--- src/rtl/alu_control_mc.sv ---
// rtl/alu_control_mc.sv - registered ALU control decode with multiply/divide latency tracking
module alu_control_mc #(
    parameter int CTRL_W   = 5,
    parameter int MULT_LAT = 4,
    parameter int DIV_LAT  = 32,
    parameter int CNT_W    = 6
) (
    input  logic              iCLK,
    input  logic              iRST,
    input  logic              iValid,
    output logic              oReady,
    input  logic              iFlush,
    input  logic [1:0]        iALUOp,
    input  logic [5:0]        iOpcode,
    input  logic [5:0]        iFunct,
    input  logic [4:0]        iRt,
    output logic [CTRL_W-1:0] oControlSignal,
    output logic              oValid,
    output logic              oInvalid,
    output logic              oBusy,
    output logic              oHiLoWe
);

    localparam int MAX_LAT = (MULT_LAT > DIV_LAT) ? MULT_LAT : DIV_LAT;

    if (MULT_LAT < 1) begin : g_bad_mult_lat
        $error("alu_control_mc: MULT_LAT must be at least 1");
    end
    if (DIV_LAT < 1) begin : g_bad_div_lat
        $error("alu_control_mc: DIV_LAT must be at least 1");
    end
    if ((64'd1 << CNT_W) <= 64'(MAX_LAT)) begin : g_bad_cnt_w
        $error("alu_control_mc: CNT_W too narrow for the configured latencies");
    end
    if (CTRL_W < 5) begin : g_bad_ctrl_w
        $error("alu_control_mc: CTRL_W must hold the 5-bit operation codes");
    end

    // ALU operation codes; 0 is reserved for "no legal decode"
    localparam logic [4:0] OP_ADD   = 5'd1;
    localparam logic [4:0] OP_SUB   = 5'd2;
    localparam logic [4:0] OP_AND   = 5'd3;
    localparam logic [4:0] OP_OR    = 5'd4;
    localparam logic [4:0] OP_XOR   = 5'd5;
    localparam logic [4:0] OP_NOR   = 5'd6;
    localparam logic [4:0] OP_SLT   = 5'd7;
    localparam logic [4:0] OP_SLTU  = 5'd8;
    localparam logic [4:0] OP_SLL   = 5'd9;
    localparam logic [4:0] OP_SRL   = 5'd10;
    localparam logic [4:0] OP_SRA   = 5'd11;
    localparam logic [4:0] OP_SLLV  = 5'd12;
    localparam logic [4:0] OP_SRLV  = 5'd13;
    localparam logic [4:0] OP_SRAV  = 5'd14;
    localparam logic [4:0] OP_MFHI  = 5'd15;
    localparam logic [4:0] OP_MTHI  = 5'd16;
    localparam logic [4:0] OP_MFLO  = 5'd17;
    localparam logic [4:0] OP_MTLO  = 5'd18;
    localparam logic [4:0] OP_MULT  = 5'd19;
    localparam logic [4:0] OP_MULTU = 5'd20;
    localparam logic [4:0] OP_DIV   = 5'd21;
    localparam logic [4:0] OP_DIVU  = 5'd22;
    localparam logic [4:0] OP_LUI   = 5'd23;
    localparam logic [4:0] OP_SGT   = 5'd24;

    // MIPS R-type funct fields
    localparam logic [5:0] FN_SLL   = 6'h00;
    localparam logic [5:0] FN_SRL   = 6'h02;
    localparam logic [5:0] FN_SRA   = 6'h03;
    localparam logic [5:0] FN_SLLV  = 6'h04;
    localparam logic [5:0] FN_SRLV  = 6'h06;
    localparam logic [5:0] FN_SRAV  = 6'h07;
    localparam logic [5:0] FN_MFHI  = 6'h10;
    localparam logic [5:0] FN_MTHI  = 6'h11;
    localparam logic [5:0] FN_MFLO  = 6'h12;
    localparam logic [5:0] FN_MTLO  = 6'h13;
    localparam logic [5:0] FN_MULT  = 6'h18;
    localparam logic [5:0] FN_MULTU = 6'h19;
    localparam logic [5:0] FN_DIV   = 6'h1a;
    localparam logic [5:0] FN_DIVU  = 6'h1b;
    localparam logic [5:0] FN_ADD   = 6'h20;
    localparam logic [5:0] FN_ADDU  = 6'h21;
    localparam logic [5:0] FN_SUB   = 6'h22;
    localparam logic [5:0] FN_SUBU  = 6'h23;
    localparam logic [5:0] FN_AND   = 6'h24;
    localparam logic [5:0] FN_OR    = 6'h25;
    localparam logic [5:0] FN_XOR   = 6'h26;
    localparam logic [5:0] FN_NOR   = 6'h27;
    localparam logic [5:0] FN_SLT   = 6'h2a;
    localparam logic [5:0] FN_SLTU  = 6'h2b;

    // MIPS opcodes and REGIMM rt selectors
    localparam logic [5:0] OPC_REGIMM = 6'h01;
    localparam logic [5:0] OPC_JAL    = 6'h03;
    localparam logic [5:0] OPC_BLEZ   = 6'h06;
    localparam logic [5:0] OPC_BGTZ   = 6'h07;
    localparam logic [5:0] OPC_ADDI   = 6'h08;
    localparam logic [5:0] OPC_ADDIU  = 6'h09;
    localparam logic [5:0] OPC_SLTI   = 6'h0a;
    localparam logic [5:0] OPC_SLTIU  = 6'h0b;
    localparam logic [5:0] OPC_ANDI   = 6'h0c;
    localparam logic [5:0] OPC_ORI    = 6'h0d;
    localparam logic [5:0] OPC_XORI   = 6'h0e;
    localparam logic [5:0] OPC_LUI    = 6'h0f;
    localparam logic [4:0] RT_BLTZ    = 5'h00;
    localparam logic [4:0] RT_BGEZ    = 5'h01;
    localparam logic [4:0] RT_BLTZAL  = 5'h10;
    localparam logic [4:0] RT_BGEZAL  = 5'h11;

    // Counter reloads: the counter reaches zero in the last busy cycle
    localparam logic [CNT_W-1:0] MULT_LD = CNT_W'(MULT_LAT - 1);
    localparam logic [CNT_W-1:0] DIV_LD  = CNT_W'(DIV_LAT - 1);

    typedef enum logic {
        S_IDLE = 1'b0,
        S_BUSY = 1'b1
    } state_t;

    state_t           state;
    state_t           state_nxt;
    logic [CNT_W-1:0] cnt;
    logic [CNT_W-1:0] cnt_nxt;
    logic [4:0]       dec_op;
    logic             dec_bad;
    logic             dec_multi;
    logic             dec_div;
    logic             accept;
    logic             cnt_zero;

    // Instruction decode: ALUOp selects fixed add/sub, funct table or opcode table
    always_comb begin
        dec_op    = 5'd0;
        dec_bad   = 1'b0;
        dec_multi = 1'b0;
        dec_div   = 1'b0;
        case (iALUOp)
            2'b00: dec_op = OP_ADD;
            2'b01: dec_op = OP_SUB;
            2'b10: begin
                case (iFunct)
                    FN_SLL:           dec_op = OP_SLL;
                    FN_SRL:           dec_op = OP_SRL;
                    FN_SRA:           dec_op = OP_SRA;
                    FN_SLLV:          dec_op = OP_SLLV;
                    FN_SRLV:          dec_op = OP_SRLV;
                    FN_SRAV:          dec_op = OP_SRAV;
                    FN_MFHI:          dec_op = OP_MFHI;
                    FN_MTHI:          dec_op = OP_MTHI;
                    FN_MFLO:          dec_op = OP_MFLO;
                    FN_MTLO:          dec_op = OP_MTLO;
                    FN_MULT:  begin dec_op = OP_MULT;  dec_multi = 1'b1; end
                    FN_MULTU: begin dec_op = OP_MULTU; dec_multi = 1'b1; end
                    FN_DIV:   begin dec_op = OP_DIV;   dec_multi = 1'b1; dec_div = 1'b1; end
                    FN_DIVU:  begin dec_op = OP_DIVU;  dec_multi = 1'b1; dec_div = 1'b1; end
                    FN_ADD, FN_ADDU:  dec_op = OP_ADD;
                    FN_SUB, FN_SUBU:  dec_op = OP_SUB;
                    FN_AND:           dec_op = OP_AND;
                    FN_OR:            dec_op = OP_OR;
                    FN_XOR:           dec_op = OP_XOR;
                    FN_NOR:           dec_op = OP_NOR;
                    FN_SLT:           dec_op = OP_SLT;
                    FN_SLTU:          dec_op = OP_SLTU;
                    default:          dec_bad = 1'b1;
                endcase
            end
            2'b11: begin
                case (iOpcode)
                    OPC_ADDI, OPC_ADDIU: dec_op = OP_ADD;
                    OPC_SLTI:            dec_op = OP_SLT;
                    OPC_SLTIU:           dec_op = OP_SLTU;
                    OPC_ANDI:            dec_op = OP_AND;
                    OPC_ORI:             dec_op = OP_OR;
                    OPC_XORI:            dec_op = OP_XOR;
                    OPC_LUI:             dec_op = OP_LUI;
                    OPC_JAL:             dec_op = OP_AND;
                    OPC_BLEZ, OPC_BGTZ: begin
                        if (iRt == 5'd0) dec_op = OP_SGT;
                        else             dec_bad = 1'b1;
                    end
                    OPC_REGIMM: begin
                        case (iRt)
                            RT_BLTZ, RT_BGEZ, RT_BLTZAL, RT_BGEZAL: dec_op = OP_SLT;
                            default:                                dec_bad = 1'b1;
                        endcase
                    end
                    default: dec_bad = 1'b1;
                endcase
            end
            default: dec_bad = 1'b1;
        endcase
    end

    assign cnt_zero = (cnt == '0);

    // Handshake, busy/strobe outputs and next state; reset and flush suppress accept and strobe
    always_comb begin
        oReady    = 1'b0;
        oHiLoWe   = 1'b0;
        oBusy     = (state == S_BUSY);
        state_nxt = state;
        cnt_nxt   = cnt;
        case (state)
            S_IDLE: oReady = !iRST;
            S_BUSY: begin
                oReady  = cnt_zero && !iFlush && !iRST;
                oHiLoWe = cnt_zero && !iFlush && !iRST;
            end
            default: ;
        endcase
        accept = iValid && oReady && !iFlush;
        if (iFlush) begin
            state_nxt = S_IDLE;
            cnt_nxt   = '0;
        end else if (accept && dec_multi) begin
            state_nxt = S_BUSY;
            cnt_nxt   = dec_div ? DIV_LD : MULT_LD;
        end else if (state == S_BUSY) begin
            if (cnt_zero) state_nxt = S_IDLE;
            else          cnt_nxt   = cnt - 1'b1;
        end
    end

    // State and latency counter register
    always_ff @(posedge iCLK) begin
        if (iRST) begin
            state <= S_IDLE;
            cnt   <= '0;
        end else begin
            state <= state_nxt;
            cnt   <= cnt_nxt;
        end
    end

    // Decode result register; the control word holds until the next accept
    always_ff @(posedge iCLK) begin
        if (iRST) begin
            oControlSignal <= '0;
            oValid         <= 1'b0;
            oInvalid       <= 1'b0;
        end else if (accept) begin
            oControlSignal <= CTRL_W'(dec_op);
            oValid         <= 1'b1;
            oInvalid       <= dec_bad;
        end else begin
            oValid         <= 1'b0;
            oInvalid       <= 1'b0;
        end
    end

endmodule
--- config.mk ---
export PLATFORM = sky130hd
export DESIGN_NAME = alu_control_mc
export DESIGN_NICKNAME = d
export VERILOG_FILES = /design/src/rtl/alu_control_mc.sv
export SDC_FILE = /design/constraint.sdc
export NUM_CORES = 1
export LEC_CHECK = 0
export ABC_AREA = 1
export ABC_CLOCK_PERIOD_IN_PS = 3990
export BUFFER_PORTS_ARGS = -buffer_cell sky130_fd_sc_hd__buf_2
export CORE_MARGIN = 3
export CORE_UTILIZATION = 47
export CTS_CLUSTER_SIZE = 20
export DETAILED_ROUTE_END_ITERATION = 12
export HOLD_SLACK_MARGIN = 0.08
export PLACE_DENSITY = 0.77
export SKIP_CTS_REPAIR_TIMING = 1
export SYNTH_ARGS = -nofsm -noshare
export SYNTH_HDL_FRONTEND = slang
export SYNTH_SLANG_ARGS = --single-unit
--- constraint.sdc ---
create_clock -name iCLK -period 3.99 [get_ports iCLK]
set_input_delay 0.798 -clock iCLK [delete_from_list [all_inputs] [get_ports iCLK]]
set_output_delay 0.798 -clock iCLK [all_outputs]
set_load 0.03 [all_outputs]
# Word level (Yosys, flattened, before mapping)
# Cells that the tools add are included.
[totals]
input_bits = 23
output_inout_bits = 10
register_bits = 14
wordCells = 99
[op_classes]
bitwise = 2
n_reduce_logical = 25
eq_ne = 42
mux = 24
n_addsub = 1
[ops]
columns = ["cell", "n"]
rows = [
  ["$pmux W5 S22", 1],
  ["$eq A6 B6 Y1 const B", 10],
  ["$eq A6 B4 Y1 const B", 8],
  ["$eq A6 B5 Y1 const B", 8],
  ["$pmux W5 S9", 1],
  ["$eq A6 B3 Y1 const B", 5],
  ["$reduce_or A24 Y1", 1],
  ["$pmux W5 S4", 1],
  ["$eq A6 B2 Y1 const B", 3],
  ["$mux W6", 3],
  ["$reduce_or A2 Y1", 8],
  ["$logic_not A6 Y1", 2],
  ["$mux W1", 12],
  ["$eq A5 B5 Y1 const B", 2],
  ["$mux W5", 2],
  ["$reduce_or A9 Y1", 1],
  ["$reduce_or A4 Y1", 2],
  ["$eq A6 B1 Y1 const B", 1],
  ["$sub A6 B1 Y6 const B", 1],
  ["$eq A5 B1 Y1 const B", 1],
  ["$logic_and A1 B1 Y1", 5],
  ["$logic_not A5 Y1", 1],
  ["$eq A2 B2 Y1 const B", 2],
  ["$pmux W1 S2", 2],
  ["9 further kinds", 11],
]

# Logic depth before layout (Yosys ltp)
# Gate-level depths: netlist of run 1.
[logic_depth]
word_depth = 9
depth_mapped = 12
mapped_depth_nobuf = 12

# Least setup slack after synthesis of run 1
# No wires, ideal clock.
[synth_path]
path_type = "input -> output"
from = "input port iRST"
to = "output port oReady"
required_ps = 3192
setup_slack_ps = 1714
arrival_ps = 1478
path_stages = 1
path_cell_list = "o21ai_0"
[synth_via]
elab_chain_len = 3
[synth_rtl]
columns = ["element", "line", "source"]
rows = [
  ["from (decl)", "9", "input logic iRST,"],
  ["$logic_not A1 Y1 (*)", "202, 204", ""],
  ["$logic_and A1 B1 Y1", "204", "oReady = cnt_zero && !iFlush && !iRST;"],
  ["$pmux W1 S2 (*)", "201", "case (state)"],
  ["to (decl)", "11", "output logic oReady,"],
]
# Every way passes the cells marked *; elsewhere a longest branch is shown, timed or not.

# Worst setup path in the final report of run 1
# Same ends and word-level chain as after synthesis.

==> summary.txt, run 1 <==
Routing
  – Initial DRC Count: 77
  – Final antenna-violating net count: 0
  – Iteration count of the initial detailed-routing pass: 4
  – Routed wire per std cell: around 10 µm
  – Vias: 1,496
  – Routed WL: 3040 µm
  – Vias per Instance: 4.94
  – DRC: 0

Yosys
  – Post-synthesis register bit count: 14
  – Sequential cell area fraction in the yosys report: 20.8%
  – Ys flop type: dfxtp_1
  – Post-Synthesis Cells: about 240
  – Yosys warning count: 0
  – Post-synthesis cell area: 0.00135 mm²
  – EDFF count, synth: 0
  – Syn_nets: 263
  – Average size of a mapped cell: 5.67 µm²
  – Ys async rst share: 0%
  – Cell variety after synth: 23

Floorplanning
  – Ports: 33
  – Die Area: 0.00355 mm²
  – Die H: a little under 60 µm
  – Row count: 18
  – Core ar.: about 0.0026 mm²
  – Die W: 59.6 µm
  – Initial Util: 51.7%

Pwr
  – Leakage: 0.923 nW
  – Max VDD drop: 254 µV
  – Cell Pwr Density: roughly 210 mW/mm²

Placement
  – Gpl congestion: 0.847
  – # placed instances: around 300
  – Port buffer count: 32
  – Placed wire-length estimate: 2500 µm

Global route
  – Largest net degree at the start of global routing: 11
  – Initial antenna violation count: 0
  – GR Overflow Total: 0
  – Vias in the first global route: roughly 1,200
  – Tot GR Track Use: between 15 and 20%
  – First-pass GRT wire length: 4950 µm

Flow run
  – Number of max-cap violations: 0

Layout
  – Ant. Diodes: 0
  – Layout cell share with drive strength beyond 1: 21.2%
  – Layout Cells excl Fill: 303
  – Commonest cells after routing, fill and taps aside: nand2_1 (77), nor2_1 (32), buf_2 (32), inv_1 (30), nand3_1 (28)
  – Fin nets: roughly 300
  – Layout area overhead: 16.5%
  – Most common cell after layout, fill and taps aside: nand2_1
  – Filler Cell Count: 281

Clock network
  – CTS clk-pin slew, worst paths: roughly 0.09 ns
  – TritonCTS Buffers: 3
  – CTS Root Buffer Type: clkbuf_4
  – TritonCTS Sinks: 14
  – CTS tree: done
  – CTS H-tree depth: 1
  – Clock tree buffer depth: 2
  – Worst skew pair latency: ~0.29 ns

STA
  – Hold Worst Slack: 0.463 ns
  – Min Tclk post-route: 2.32 ns
  – Peak Freq: 431 MHz
  – Setup TNS: 0 ns
  – Slew HR: between 70 and 80%
  – Setup Skew: 0.00142 ns
  – Final setup violating endpoints: 0
  – Slew Limit Fails: 0
  – RSZ-0062 raised after global routing: no
  – Fin crit share: 58.2%
  – Worst slew pin tran: roughly 0.33 ns
  – Final Hold Fails: 0

Run status
  – Status: finished clean

Worst setup path
  – WS Path Type: in -> out
  – Crit path DAT: 1.52 ns
  – Crit path required time: 3.19 ns
  – Crit-path max FO: 7
  – Setup crit end kind: output pin
  – Startpoint types: primary input

Worst hold path
  – Type of the most critical hold path: reg -> reg
stage by stage:
step / worst slack (ns) / power, mW / util (%) / instance area, µm²
after floorplan: 1.71 / 0.198 / - / 1350
after global placement: 1.70 / 0.226 / 58.8 / 1540
after detailed placement: 1.67 / 0.227 / 58.8 / 1540
after CTS: 1.67 / 0.330 / 60.2 / 1570
after global routing: 1.62 / 0.347 / 60.2 / 1570
final: 1.67 / 0.329 / 60.2 / 1570
layout make-up:
cell class	instances	area, µm²	share of cell area (%)
Sequential cell	14	280	17.8
Multi-Input combinational cell	187	913	58.1
Tap cell	30	37.5	2.39
Clock buffer	4	36.3	2.31
Timing Repair Buffer	32	160	10.2
Inverter	36	145	9.23
sequential cells by signal, summed over array words and instances (netlist names):
name / count
oValid: 1
oInvalid: 1
oControlSignal: 5
oBusy: 1
cnt: 6
power breakdown:
group | switching, mW | total [mW] | internal, mW | leakage [nW]
sequential | 0.000915 | 0.143 | 0.142 | 0.113
clock | 0.0498 | 0.105 | 0.0557 | 0.0210
combinational | 0.0535 | 0.0810 | 0.0275 | 0.788
total | 0.104 | 0.329 | 0.225 | 0.923
layer usage:
metal | track usage, % | vias to the layer above | wire length, µm
met4 | 3.80 | 0 | 37
met5 | 0 | - | 0
li1 | - | 819 | -
met3 | 5.01 | 6 | 199
met2 | 29.2 | 43 | 1420
met1 | 23.1 | 628 | 1380
worst paths after layout:
path	endpoint	slack [ns]	cells after the start	start
max	oReady	1.67	5	iRST
min	oControlSignal[4]	0.46	2	oControlSignal[4]
max reg2reg	oBusy	2.44	10	cnt[0]
min reg2reg	oControlSignal[4]	0.46	2	oControlSignal[4]
critical path, cell delays in order:
cell	delay [ns]
buf_2	0.14
nor2_2	0.14
nand4_1	0.13
o21ai_0	0.09
buf_2	0.22
cells in the mapped netlist, types with 3 or more instances:
| master | n | share of area (%) |
|---|---|---|
| nand4_1 | 5 | 2.3 |
| inv_1 | 30 | 8.3 |
| dfxtp_1 | 14 | 21 |
| o21ai_0 | 6 | 2.2 |
| a31oi_1 | 3 | 1.4 |
| nand2_1 | 77 | 21 |
| a21oi_1 | 7 | 2.6 |
| xor2_1 | 3 | 1.9 |
| nand2_4 | 4 | 3.3 |
| nor2_2 | 5 | 2.3 |
| nor2_4 | 5 | 4.2 |
| nand3_1 | 28 | 10 |
| nor3_1 | 3 | 1.1 |
| nor2_1 | 32 | 8.9 |
| inv_2 | 4 | 1.1 |
cell families (layout without fill, tap and decap cells):
family / Yosys count / count (layout) / share of synthesized area (%)
fa+ha+maj: 2 / 2 / 1.85
simple gates: 162 / 162 / 55.6
xor+xnor: 5 / 5 / 3.24
buf+inv: 37 / 72 / 11.6
compound gates: 18 / 18 / 6.95
flops: 14 / 14 / 20.8
Note: power is estimated with default switching activity, not from simulation.
==> run 2, diff against run 1 <==
--- a/config.mk
+++ b/config.mk
@@ -6,14 +6,14 @@
 export NUM_CORES = 1
 export LEC_CHECK = 0
 export ABC_AREA = 1
-export ABC_CLOCK_PERIOD_IN_PS = 3990
+export ABC_CLOCK_PERIOD_IN_PS = 2000
 export BUFFER_PORTS_ARGS = -buffer_cell sky130_fd_sc_hd__buf_2
 export CORE_MARGIN = 3
 export CORE_UTILIZATION = 47
 export CTS_CLUSTER_SIZE = 20
 export DETAILED_ROUTE_END_ITERATION = 12
 export HOLD_SLACK_MARGIN = 0.08
-export PLACE_DENSITY = 0.77
+export PLACE_DENSITY = 0.79
 export SKIP_CTS_REPAIR_TIMING = 1
 export SYNTH_ARGS = -nofsm -noshare
 export SYNTH_HDL_FRONTEND = slang
==> constraint.sdc (replaced) <==
create_clock -name iCLK -period 2 [get_ports iCLK]
set_input_delay 0.4 -clock iCLK [delete_from_list [all_inputs] [get_ports iCLK]]
set_output_delay 0.4 -clock iCLK [all_outputs]
set_load 0.03 [all_outputs]
==> run 2 against run 1 <==
Compared with the run above: global-route usage is 0.39 points lower; sequential cell count stayed put; clock skew is 0.0061 ns higher; critical path type is now reg -> out; largest cell class unchanged; highest routed layer unchanged.
==> summary.txt, run 2 (same netlist as run 1, synthesis figures left out) <==
Run status
  – Status: finished clean (unchanged)

Pwr
  – Sw Ratio: 30.9% (was 31.6%)
  – Clk network pwr share: 31.2% (was 32.0%)
  – Cell Pwr Density: 413 mW/mm² (was 209 mW/mm²)
  – Max VDD drop: 488 µV (was 254 µV)
  – Leakage: 0.923 nW (unchanged)
  – Combinational power share: 24.9% (was 24.6%)
  – Internal Power: 0.449 mW (was 0.225 mW)
  – Share of total power in sequential cells: 43.9% (was 43.4%)
  – Switch Pwr: 0.200 mW (was 0.104 mW)

Worst setup path
  – Crit path DAT: 1.31 ns (was 1.52 ns)
  – Crit-path max FO: 3 (was 7)
  – Startpoint types: register (was primary input)
  – Setup crit end kind: output pin (unchanged)
  – Worst r2r dst: oBusy (unchanged)
  – CP delay by family, top: flip-flops (was buffers and inverters)
  – WS Path Type: reg -> out (was in -> out)
  – Crit path required time: 1.60 ns (was 3.19 ns)
  – CP Cell Sequence: inv_1, ha_1, nand4_1, o21ai_0, buf_2 (was buf_2, nor2_2, nand4_1, o21ai_0, buf_2)
  – Worst Reg-to-Reg Cells: 10 (unchanged)
  – Max incr delay on CP: 0.33 ns (was 0.22 ns)
  – CP Buf/Inv Count: 2 (unchanged)
  – R2R Path Start: cnt[0] (unchanged)
  – Slowest cell on crit path: dfxtp_1 (was buf_2)
  – Reg2Reg Setup Slack: 0.49 ns (was 2.44 ns)

Routing
  – DRC: 0 (unchanged)
  – Vias: 1,517 (was 1,496)
  – Routed WL: 2960 µm (was 3040 µm)
  – Routed wire per std cell: 9.76 µm (was 10.0 µm)
  – Final antenna-violating net count: 0 (unchanged)
  – Vias per Instance: 5.01 (was 4.94)
  – Initial DRC Count: 47 (was 77)
  – Iteration count of the initial detailed-routing pass: 4 (unchanged)

Layout
  – Max FFs per register: 6 (unchanged)
  – Layout Utilization: 60.2% (unchanged)
  – Top reg by flops: cnt (unchanged)
  – Layout area overhead: 16.5% (unchanged)
  – Fin nets: 299 (unchanged)
  – Filler Cell Count: 284 (was 281)
  – Biggest regs: cnt: 6 flops, oControlSignal: 5 flops (unchanged)
  – Commonest cells after routing, fill and taps aside: nand2_1 (77), nor2_1 (32), buf_2 (32), inv_1 (30), nand3_1 (28) (unchanged)
  – Most common cell after layout, fill and taps aside: nand2_1 (unchanged)
  – Ant. Diodes: 0 (unchanged)
  – Layout Cells excl Fill: 303 (unchanged)
  – Layout cell share with drive strength beyond 1: 21.2% (unchanged)

Placement
  – Gpl congestion: 0.925 (was 0.847)
  – # placed instances: 299 (unchanged)
  – Placed wire-length estimate: 2430 µm (was 2500 µm)
  – Port buffer count: 32 (unchanged)

Global route
  – Vias in the first global route: 1,321 (was 1,226)
  – Initial antenna violation count: 0 (unchanged)
  – GR Overflow Total: 0 (unchanged)
  – Tot GR Track Use: 17.4% (was 17.8%)
  – Largest net degree at the start of global routing: 11 (unchanged)
  – First-pass GRT wire length: 4930 µm (was 4950 µm)

Floorplanning
  – Core ar.: 0.00261 mm² (unchanged)
  – Die W: 59.6 µm (unchanged)
  – Initial Util: 51.7% (unchanged)
  – Die Area: 0.00355 mm² (unchanged)
  – Die H: 59.6 µm (unchanged)
  – Row count: 18 (unchanged)
  – Ports: 33 (unchanged)

Clock network
  – TritonCTS Sinks: 14 (unchanged)
  – TritonCTS Buffers: 3 (unchanged)
  – CTS tree: done (unchanged)
  – CTS clk-pin slew, worst paths: 0.09 ns (about the same)
  – Worst skew pair latency: 0.28 ns (was 0.29 ns)
  – CTS Root Buffer Type: clkbuf_4 (unchanged)
  – Clock tree buffer depth: 2 (unchanged)
  – CTS H-tree depth: 1 (unchanged)

STA
  – RSZ-0062 raised after global routing: no (unchanged)
  – Min Tclk post-route: 1.71 ns
  – Setup Skew: 0.00754 ns (was 0.00142 ns)
  – Worst slew pin tran: 0.334 ns (was 0.331 ns)
  – Slew Limit Fails: 0 (unchanged)
  – Fin crit share: 85.4%
  – Final Hold Fails: 0 (unchanged)
  – Peak Freq: 586 MHz
  – Setup TNS: 0 ns (unchanged)
  – Hold Worst Slack: 0.371 ns (was 0.463 ns)
  – Slew HR: 77.6% (was 77.9%)
  – Final setup violating endpoints: 0 (unchanged)

Worst hold path
  – Type of the most critical hold path: in -> reg (was reg -> reg)
  – Hold Crit Depth: 2 (unchanged)
  – Worst hold path startpoint: iRST (was oControlSignal[4])
  – Hold Path Sink: oControlSignal[3] (was oControlSignal[4])

Flow run
  – Number of max-cap violations: 0 (unchanged)
run 2: cell counts in the layout (fill, tap and decap cells not counted):
Identical to the previous run, type by type.
run 2: layout make-up:
type | instances | area [µm²] | area share, %
well taps | 30 | 37.5 | 2.39
inverters | 36 | 145 | 9.23
repair buffers | 32 | 160 | 10.2
multi-input cells | 187 | 913 | 58.1
clock buffers | 4 | 36.3 | 2.31
flip-flops and latches | 14 | 280 | 17.8
run 2: stage by stage:
stage	setup slack [ns]	cell area [µm²]	total power, mW
6_report	0.293	1570	0.649
5_1_grt	0.173	1570	0.690
4_1_cts	0.277	1570	0.655
3_5_place_dp	0.477	1540	0.452
3_3_place_gp	0.475	1540	0.453
2_1_floorplan	0.421	1350	0.396
run 2: how the worst max path moves through the flow:
| stage | from | to | slack [ns] | depth (start not counted) |
|---|---|---|---|---|
| 3_5_place_dp | iRST | oReady | 0.48 | 5 |
| 5_1_grt | cnt[0] | oReady | 0.17 | 5 |
| 3_3_place_gp | iFunct[5] | oControlSignal[3] | 0.48 | 10 |
| 6_report | cnt[0] | oReady | 0.29 | 5 |
| 2_1_floorplan | oBusy | oReady | 0.42 | 1 |
| 4_1_cts | cnt[0] | oReady | 0.28 | 5 |
run 2: worst reg2reg max path: stages (launching register included):
cell and delay (ns):
dfxtp_1 0.35, inv_1 0.07, ha_1 0.23, nand3_2 0.10
nand2_4 0.08, nand2_4 0.10, clkinv_4 0.10, nand2_4 0.11
clkinv_4 0.07, o21ai_0 0.14, inv_1 0.05
run 2: per-layer routing:
layer  up-vias  track usage [%]  routed length, µm
li1        818                -                  -
met4         0             2.85                 13
met3         4             5.66                188
met5         -                0                  0
met1       659             21.8               1440
met2        36             29.5               1320
run 2: power groups by stage:
| stage | sequential (mW) | clock (mW) | combinational [mW] |
|---|---|---|---|
| 2_1_floorplan | 0.301 | 0 | 0.0948 |
| 3_3_place_gp | 0.292 | 0 | 0.161 |
| 3_5_place_dp | 0.291 | 0 | 0.161 |
| 4_1_cts | 0.285 | 0.208 | 0.162 |
| 5_1_grt | 0.286 | 0.222 | 0.182 |
| 6_report | 0.285 | 0.203 | 0.162 |
